<file path="config.mk">
export PLATFORM = sky130hd
export DESIGN_NAME = qf_rfm_ctl
export DESIGN_NICKNAME = d
export VERILOG_FILES = /design/src/rtl/qf_rfm_ctl.sv
export SDC_FILE = /design/constraint.sdc
export NUM_CORES = 1
export LEC_CHECK = 0
export BUFFER_PORTS_ARGS = -buffer_cell sky130_fd_sc_hd__buf_2
export CAP_MARGIN = 20
export CORE_AREA = 2 2 162 164
export CTS_CLUSTER_SIZE = 24
export DETAILED_ROUTE_END_ITERATION = 8
export DIE_AREA = 0 0 164 166
export GPL_TIMING_DRIVEN = 1
export PLACE_DENSITY = 0.52
export SYNTH_ARGS = -nofsm -noshare
export SYNTH_HDL_FRONTEND = slang
export SYNTH_SLANG_ARGS = --single-unit
</file>
<file path="constraint.sdc">
create_clock -name rfm_clk -period 3.95 [get_ports rfm_clk]
set_input_delay 0.5925 -clock rfm_clk [delete_from_list [all_inputs] [get_ports rfm_clk]]
set_output_delay 0.5925 -clock rfm_clk [all_outputs]
set_load 0.01 [all_outputs]
</file>
<file path="src/rtl/qf_rfm_ctl.sv">
// qf_rfm_ctl: zero-fill sequencer and round-robin two-port arbiter for the FCB register-file memory
module qf_rfm_ctl #(
  parameter int PAR_MEMORY_WIDTH_BIT = 64,
  parameter int PAR_MEMORY_DEPTH_BIT = 4,
  parameter bit PAR_INIT_EN = 1'b1
) (
  input  logic                            rfm_clk,
  input  logic                            rfm_rst,
  input  logic                            req_a,
  input  logic                            we_a,
  input  logic [PAR_MEMORY_DEPTH_BIT-1:0] addr_a,
  input  logic [PAR_MEMORY_WIDTH_BIT-1:0] wdata_a,
  output logic                            gnt_a,
  output logic                            rvalid_a,
  output logic [PAR_MEMORY_WIDTH_BIT-1:0] rdata_a,
  input  logic                            req_b,
  input  logic                            we_b,
  input  logic [PAR_MEMORY_DEPTH_BIT-1:0] addr_b,
  input  logic [PAR_MEMORY_WIDTH_BIT-1:0] wdata_b,
  output logic                            gnt_b,
  output logic                            rvalid_b,
  output logic [PAR_MEMORY_WIDTH_BIT-1:0] rdata_b,
  output logic                            init_done,
  output logic                            rfm_wr_en,
  output logic [PAR_MEMORY_DEPTH_BIT-1:0] rfm_wr_addr,
  output logic [PAR_MEMORY_WIDTH_BIT-1:0] rfm_wr_data,
  output logic [PAR_MEMORY_DEPTH_BIT-1:0] rfm_rd_addr,
  input  logic [PAR_MEMORY_WIDTH_BIT-1:0] rfm_rd_data
);
  typedef enum logic {INIT, RUN} state_t;
  state_t state, state_nxt;
  logic [PAR_MEMORY_DEPTH_BIT-1:0] cnt;
  logic [PAR_MEMORY_WIDTH_BIT-1:0] rdata;
  logic last_b, run, fill, rd_a, rd_b;
  assign init_done = state == RUN;
  assign rdata_a = rdata;
  assign rdata_b = rdata;
  // last_b set means B was granted most recently, so A wins the next contention
  always_comb begin
    run = state == RUN && !rfm_rst;
    fill = PAR_INIT_EN && state == INIT && !rfm_rst;
    gnt_a = run && req_a && (!req_b || last_b);
    gnt_b = run && req_b && !gnt_a;
    rd_a = gnt_a && !we_a;
    rd_b = gnt_b && !we_b;
    rfm_wr_en = fill || (gnt_a && we_a) || (gnt_b && we_b);
    rfm_wr_addr = fill ? cnt : gnt_a ? addr_a : gnt_b ? addr_b : '0;
    rfm_wr_data = (gnt_a && we_a) ? wdata_a : (gnt_b && we_b) ? wdata_b : '0;
    rfm_rd_addr = rd_a ? addr_a : rd_b ? addr_b : '0;
    state_nxt = (state == RUN || !PAR_INIT_EN || &cnt) ? RUN : INIT;
  end
  always_ff @(posedge rfm_clk) begin
    if (rfm_rst) begin
      state <= INIT;
      cnt <= '0;
      rdata <= '0;
      rvalid_a <= 1'b0;
      rvalid_b <= 1'b0;
      last_b <= 1'b1;
    end else begin
      state <= state_nxt;
      if (fill) cnt <= cnt + 1'b1;
      if (rd_a || rd_b) rdata <= rfm_rd_data;
      rvalid_a <= rd_a;
      rvalid_b <= rd_b;
      if (gnt_a) last_b <= 1'b0;
      else if (gnt_b) last_b <= 1'b1;
    end
  end
endmodule
</file>
==> flow_summary.ini, run 1 <==
[cts]
post-cts-setup-buffer-count = 0
numCtsBuffers = 9
cts-root-buf = sky130_fd_sc_hd__clkbuf_16
cts_repair_resize_count = 0
cts.hold.buffers_added = 0
tritoncts = built
clk-insertion-delay-late_ns = 0.34
h_tree_levels = 3
clock_path_buffers = 2
clock_sink_count = 72
path_clk_slew_ns = 0.06

[global_route]
grt_util_met2_pct = 25.6
groute.usage.overall_pct = 15.6
grt_overflow_total = 0
first_pass_grt_wire_length_um = 30500
met3_usage_pct = 5.62
grt_pass1_vias = 4387
grt_max_degree = 66
grt_antenna_before_repair = 13
globalRouteMet1Util_pct = 18.4
top_usage_layer = met2

[setup_path]
setup.worst_path.class = flop to output pin
worst_case_register_to_register_setup_slack_ns = 1.82
worst_ep_required_time_ns = 3.36
cpPeakStageDelay_ns = 0.65
crit_path_capture_type = output pin
crit_arrival_ns = 2.60
worstSetupStartpointType = flop
crit_slowest_cell = sky130_fd_sc_hd__and2_4
critical_path.cell_chain = and4b_1, and2_4, a22o_1, buf_2
cp_max_fo = 65

[die]
design.core.area_um2 = 25600
boundaryPins = 412
floorplan.die.height_um = 166
die_area_um2 = 27200
fp.dieW_um = 164
placementRows = 59
initial_core_utilization_pct = 15.7

[logic_synthesis]
post_synth_instance_area_um2 = 4020
synth_fp_nets = 694
ys_seq_elements = 72
postSynthAreaPerCell_um2 = 8.25
yosysWarningCount = 0
postSynthCellCount = 487
yosysTopAreaCell = sky130_fd_sc_hd__dfxtp_1
synth_seq_area_share_pct = 35.9
synth.top_cell.area_share_pct = 35.9
synth_top_cells_by_area = sky130_fd_sc_hd__dfxtp_1, sky130_fd_sc_hd__a22o_1, sky130_fd_sc_hd__buf_4
synth.distinct_cells = 29
synthFlopType = sky130_fd_sc_hd__dfxtp_1
synth_common_cells = sky130_fd_sc_hd__buf_4, sky130_fd_sc_hd__dfxtp_1, sky130_fd_sc_hd__a22o_1
edff_count_synth = 0
postSynth.asyncResetShare_pct = 0
cell_with_the_most_instances_after_synthesis = sky130_fd_sc_hd__buf_4

[detailed_routing]
drt-total-wl_um = 22600
detailed_routing_iterations_pass_1 = 4
drt-vias-per-instance = 4.32
route.vias.total = 4953
drc_errors = 0
antenna_left = 0
post_drt_wl_per_cell_um = 19.7
drt-initial-drc-count = 271

[placed_design]
detailedPlacementHpwl_um = 17800
globalplace.congestion = 0.869
port_buffers = 411
postPlaceCellArea_um2 = 5800

[sta]
slew_violations = 0
final.min_clock_period_ns = 3.19
setup-violations-final = 0
rsz0062_at_grt = no
max_clock_freq_mhz = 313
clock_skew_ns = 0.00780
final_hold_violating_endpoints = 0
min_period_over_period_pct = 80.9
tightestPinTransition_ns = 0.782
timing.slew.headroom_pct = 47.8
tns_ns = 0

[final_layout]
layout-drive-gt1-share_pct = 54.8
design.final.nets = 1006
layout-area-overhead-vs-synth_pct = 52.1
layout.area.seq_um2 = 1440
fillers = 2890
final_cell_area_um2 = 6110
multi_input_logic_area_um2 = 1800

[flow_run]
count_of_maximum_capacitance_violations = 0

[min_path]
worstHoldPathType = flop to flop

[pwr]
p_leak_nw = 3.21
worst_ir_drop_vdd_v = 0.000152
power.density_nw_per_um2 = 280

[status]
outcome = finished clean
[routing by layer]
metal	part of all wire (%)	wire, um
met1	41	9210
met3	8.8	2000
met4	2.4	532
met2	48	10800
met5	0.23	52
[cells in the final DEF, fill, tap and decap left out, types with 2 or more instances in the layout]
master	synthesis	final
sky130_fd_sc_hd__nor2_1	6	6
sky130_fd_sc_hd__a31oi_1	2	2
sky130_fd_sc_hd__diode_2	0	9
sky130_fd_sc_hd__dfxtp_1	72	72
sky130_fd_sc_hd__inv_1	6	4
sky130_fd_sc_hd__xor2_1	2	2
sky130_fd_sc_hd__clkinvlp_4	0	2
sky130_fd_sc_hd__inv_2	0	2
sky130_fd_sc_hd__nand3_1	64	64
sky130_fd_sc_hd__a22o_1	68	68
sky130_fd_sc_hd__buf_4	78	6
sky130_fd_sc_hd__and4b_1	2	2
sky130_fd_sc_hd__nand2_2	0	2
sky130_fd_sc_hd__clkbuf_16	0	9
sky130_fd_sc_hd__o21ai_0	64	64
sky130_fd_sc_hd__a222oi_1	4	4
sky130_fd_sc_hd__a21oi_1	65	65
sky130_fd_sc_hd__buf_2	14	411
[path summary, 6_finish.rpt]
check | startpoint | to | depth (start not counted)
min reg2reg | rdata_a[39] | rdata_a[39] | 2
max | init_done | rfm_wr_data[58] | 4
min | rdata_a[39] | rdata_a[39] | 2
max reg2reg | init_done | rdata_a[4] | 6
[state kept, by name, indices dropped and copies added (netlist names)]
register / flops
cnt: 4
init_done: 1
last_b: 1
rdata_a: 64
rvalid_a: 1
rvalid_b: 1
[kinds of logic after synthesis]
family | Yosys count | share of synthesized area [%]
compound gates | 203 | 32.2
buf+inv | 123 | 19.6
simple gates | 84 | 11.1
flops | 72 | 35.9
xor+xnor | 3 | 0.654
mux | 1 | 0.249
fa+ha+maj | 1 | 0.311
[area by class of cell]
type / count / area share (%)
repair buffers: 418 / 34.7
multi-input cells: 292 / 29.4
flip-flops and latches: 72 / 23.6
well taps: 335 / 6.86
clock buffers: 10 / 3.75
clock inverters: 5 / 0.962
inverters: 6 / 0.368
diodes: 9 / 0.368
[power by group]
group	internal (W)	total, W	switching (W)	leakage [nW]
combinational	0.0000807	0.000145	0.0000639	2.50
clock	0.000487	0.000834	0.000347	0.135
sequential	0.000728	0.000732	0.00000348	0.580
total	0.00130	0.00171	0.000415	3.21
[worst max-delay path, delay by kind of cell (launching register included)]
kind	cells	cell delay (ns)
compound gates	1	0.40
buf+inv	1	0.19
flops	1	0.58
simple gates	2	1.09
[through the flow]
| stage | util (%) | power [W] | setup WS (ns) | instances | hold WS, ns |
|---|---|---|---|---|---|
| 5_1_grt | 23.8 | 0.00179 | 0.606 | 1145 | 0.491 |
| 2_1_floorplan | - | 0.000769 | 1.61 | 487 | 0.500 |
| 4_1_cts | 23.8 | 0.00175 | 0.700 | 1138 | 0.481 |
| 6_report | 23.9 | 0.00171 | 0.755 | 1147 | 0.478 |
| 3_5_place_dp | 22.6 | 0.000894 | 0.887 | 1123 | 0.470 |
| 3_3_place_gp | 22.6 | 0.000897 | 0.959 | 1123 | 0.467 |
Note: power is estimated with default switching activity, not from simulation.
==> run 2, diff against run 1 <==
--- a/config.mk
+++ b/config.mk
@@ -7,12 +7,12 @@
 export LEC_CHECK = 0
 export BUFFER_PORTS_ARGS = -buffer_cell sky130_fd_sc_hd__buf_2
 export CAP_MARGIN = 20
-export CORE_AREA = 2 2 162 164
+export CORE_AREA = 2 2 159 161
 export CTS_CLUSTER_SIZE = 24
 export DETAILED_ROUTE_END_ITERATION = 8
-export DIE_AREA = 0 0 164 166
+export DIE_AREA = 0 0 161 163
 export GPL_TIMING_DRIVEN = 1
-export PLACE_DENSITY = 0.52
+export PLACE_DENSITY = 0.53
 export SYNTH_ARGS = -nofsm -noshare
 export SYNTH_HDL_FRONTEND = slang
 export SYNTH_SLANG_ARGS = --single-unit
==> constraint.sdc (replaced) <==
create_clock -name rfm_clk -period 3.1 [get_ports rfm_clk]
set_input_delay 0.465 -clock rfm_clk [delete_from_list [all_inputs] [get_ports rfm_clk]]
set_output_delay 0.465 -clock rfm_clk [all_outputs]
set_load 0.01 [all_outputs]
==> run 2 against run 1 <==
Net effect:
- non-clock buffer count rose by 1
- combinational power grew 27%
- largest power group unchanged
- clock skew fell by 0.0034 ns
- die area decreased by 3.6%
- count of clock-buffer cells in the layout unchanged
- first-iteration DRC count up 6.6%
- worst hold slack worse by 0.098 ns
- cell area is 0.16% higher
- core utilization up 0.95 points
- routed wire length decreased by 6.3%
- flip-flop and latch count did not move
==> flow_summary.ini, run 2 (synthesis gave the netlist of run 1 again) <==
[status]
outcome = finished clean

[die]
placementRows = 58
boundaryPins = 412
fp.dieW_um = 161
die_area_um2 = 26200
initial_core_utilization_pct = 16.3
floorplan.die.height_um = 163
design.core.area_um2 = 24700

[cts]
path_clk_slew_ns = 0.06
cts-root-buf = sky130_fd_sc_hd__clkbuf_16
clk-insertion-delay-late_ns = 0.34
clock_path_buffers = 2
h_tree_levels = 3
numCtsBuffers = 9
clock_sink_count = 72
post-cts-setup-buffer-count = 0
tritoncts = built

[global_route]
grt_antenna_before_repair = 9
grt_overflow_total = 0
groute.usage.overall_pct = 14.9
grt_pass1_vias = 4536
first_pass_grt_wire_length_um = 28800
grt_max_degree = 66

[pwr]
power.clock.fraction_pct = 48.9
power.share.sequential_pct = 42.7
power.density_nw_per_um2 = 357
p_leak_nw = 3.23
switchingPower_w = 0.000515
sw_frac_of_total_pct = 23.6
combinational_power_share_pct = 8.4
worst_ir_drop_vdd_v = 0.000200
internal-power_w = 0.00167

[setup_path]
cp_max_fo = 32
critical_path.cell_chain = and4b_1, and2_2, a22o_1, buf_2
crit_path_capture_type = output pin
crit_slowest_cell = sky130_fd_sc_hd__and2_2
cpPeakStageDelay_ns = 0.66
setup.worst_path.class = flop to output pin
worstSetupStartpointType = flop
crit_arrival_ns = 2.45
worst_ep_required_time_ns = 2.63
critPathTopFamily = simple AND/OR/NAND/NOR gates
crit_buf_inv = 1

[placed_design]
port_buffers = 411
globalplace.congestion = 0.870
post-place-ws_ns = 0.376
placedCellCount = 1119
detailedPlacementHpwl_um = 16500

[sta]
final_hold_violating_endpoints = 0
tightestPinTransition_ns = 0.787
final_critical_path_setup_slack_ns = 0.189
final.min_clock_period_ns = 2.91
min_period_over_period_pct = 93.9
setup-violations-final = 0
rsz0062_at_grt = no
slew_violations = 0
tns_ns = 0
max_clock_freq_mhz = 344
clock_skew_ns = 0.00444
timing.slew.headroom_pct = 47.5

[detailed_routing]
drt-total-wl_um = 21200
drt-initial-drc-count = 289
post_drt_wl_per_cell_um = 18.6
antenna_left = 0
detailed_routing_iterations_pass_1 = 6
route.vias.total = 5011
drt-vias-per-instance = 4.40
drc_errors = 0

[final_layout]
layout.area.seq_um2 = 1440
layoutNonFillerInstCount = 1140
commonest_non_fill_non_tap_cell_in_the_layout = sky130_fd_sc_hd__buf_2
layout-drive-gt1-share_pct = 55.0
fillers = 2819
design.final.nets = 1008
layout-area-overhead-vs-synth_pct = 52.3
final_cell_mix = sky130_fd_sc_hd__buf_2, sky130_fd_sc_hd__dfxtp_1, sky130_fd_sc_hd__a22o_1
largest_register_ff_count = 64
multi_input_logic_area_um2 = 1800

[min_path]
worstHoldPathType = primary input to flop

[flow_run]
count_of_maximum_capacitance_violations = 0
run 2: stage by stage:
stage / total power [W] / cell area, um2 / util [%] / hold WS [ns]
final: 0.00219 / 6120 / 24.8 / 0.380
after global routing: 0.00229 / 6120 / 24.8 / 0.363
after CTS: 0.00224 / 6100 / 24.7 / 0.359
after detailed placement: 0.00114 / 5800 / 23.5 / 0.470
after global placement: 0.00114 / 5800 / 23.5 / 0.466
after floorplan: 0.000980 / 4020 / - / 0.500
run 2: timing repair:
item,4_1_cts,5_1_grt
hold buffers,0,0
endpoints found under the setup margin,0,46
gates resized for setup,0,1
endpoints found under the hold margin,0,0
run 2: layer usage:
layer	vias up	GRT usage (%)	share of wire, %
met5	-	0	0.033
met4	2	6.53	3.5
met3	35	4.02	7.1
met2	265	27.4	52
met1	2363	16.2	38
li1	2346	-	-
run 2: worst min-delay path: stages:
cell	delay (ns)
sky130_fd_sc_hd__buf_2	0.09
sky130_fd_sc_hd__o21ai_0	0.06
sky130_fd_sc_hd__a21oi_1	0.06
run 2: final timing paths:
check	startpoint	endpoint	slack [ns]	cells past startpoint
worst min-delay path	rfm_rd_data[12]	rdata_a[12]	0.38	3
worst max register to register	init_done	rdata_a[27]	1.05	6
worst max-delay path	init_done	rfm_wr_data[47]	0.19	4
worst min register to register	rdata_a[25]	rdata_a[25]	0.48	2
run 2: power groups by stage:
stage,sequential (W),clock (W),combinational [W]
4_1_cts,0.000933,0.00112,0.000187
3_3_place_gp,0.000953,0,0.000189
5_1_grt,0.000933,0.00116,0.000201
3_5_place_dp,0.000954,0,0.000186
6_report,0.000933,0.00107,0.000184
2_1_floorplan,0.000952,0,0.0000281
run 2: area by class of cell:
cell class,instances,share of cell area (%)
Inverter,6,0.368
Multi-Input combinational cell,293,29.5
Sequential cell,72,23.5
Timing Repair Buffer,419,34.8
Clock buffer,10,3.90
Clock inverter,5,0.920
Tap cell,330,6.74
Antenna cell,5,0.204
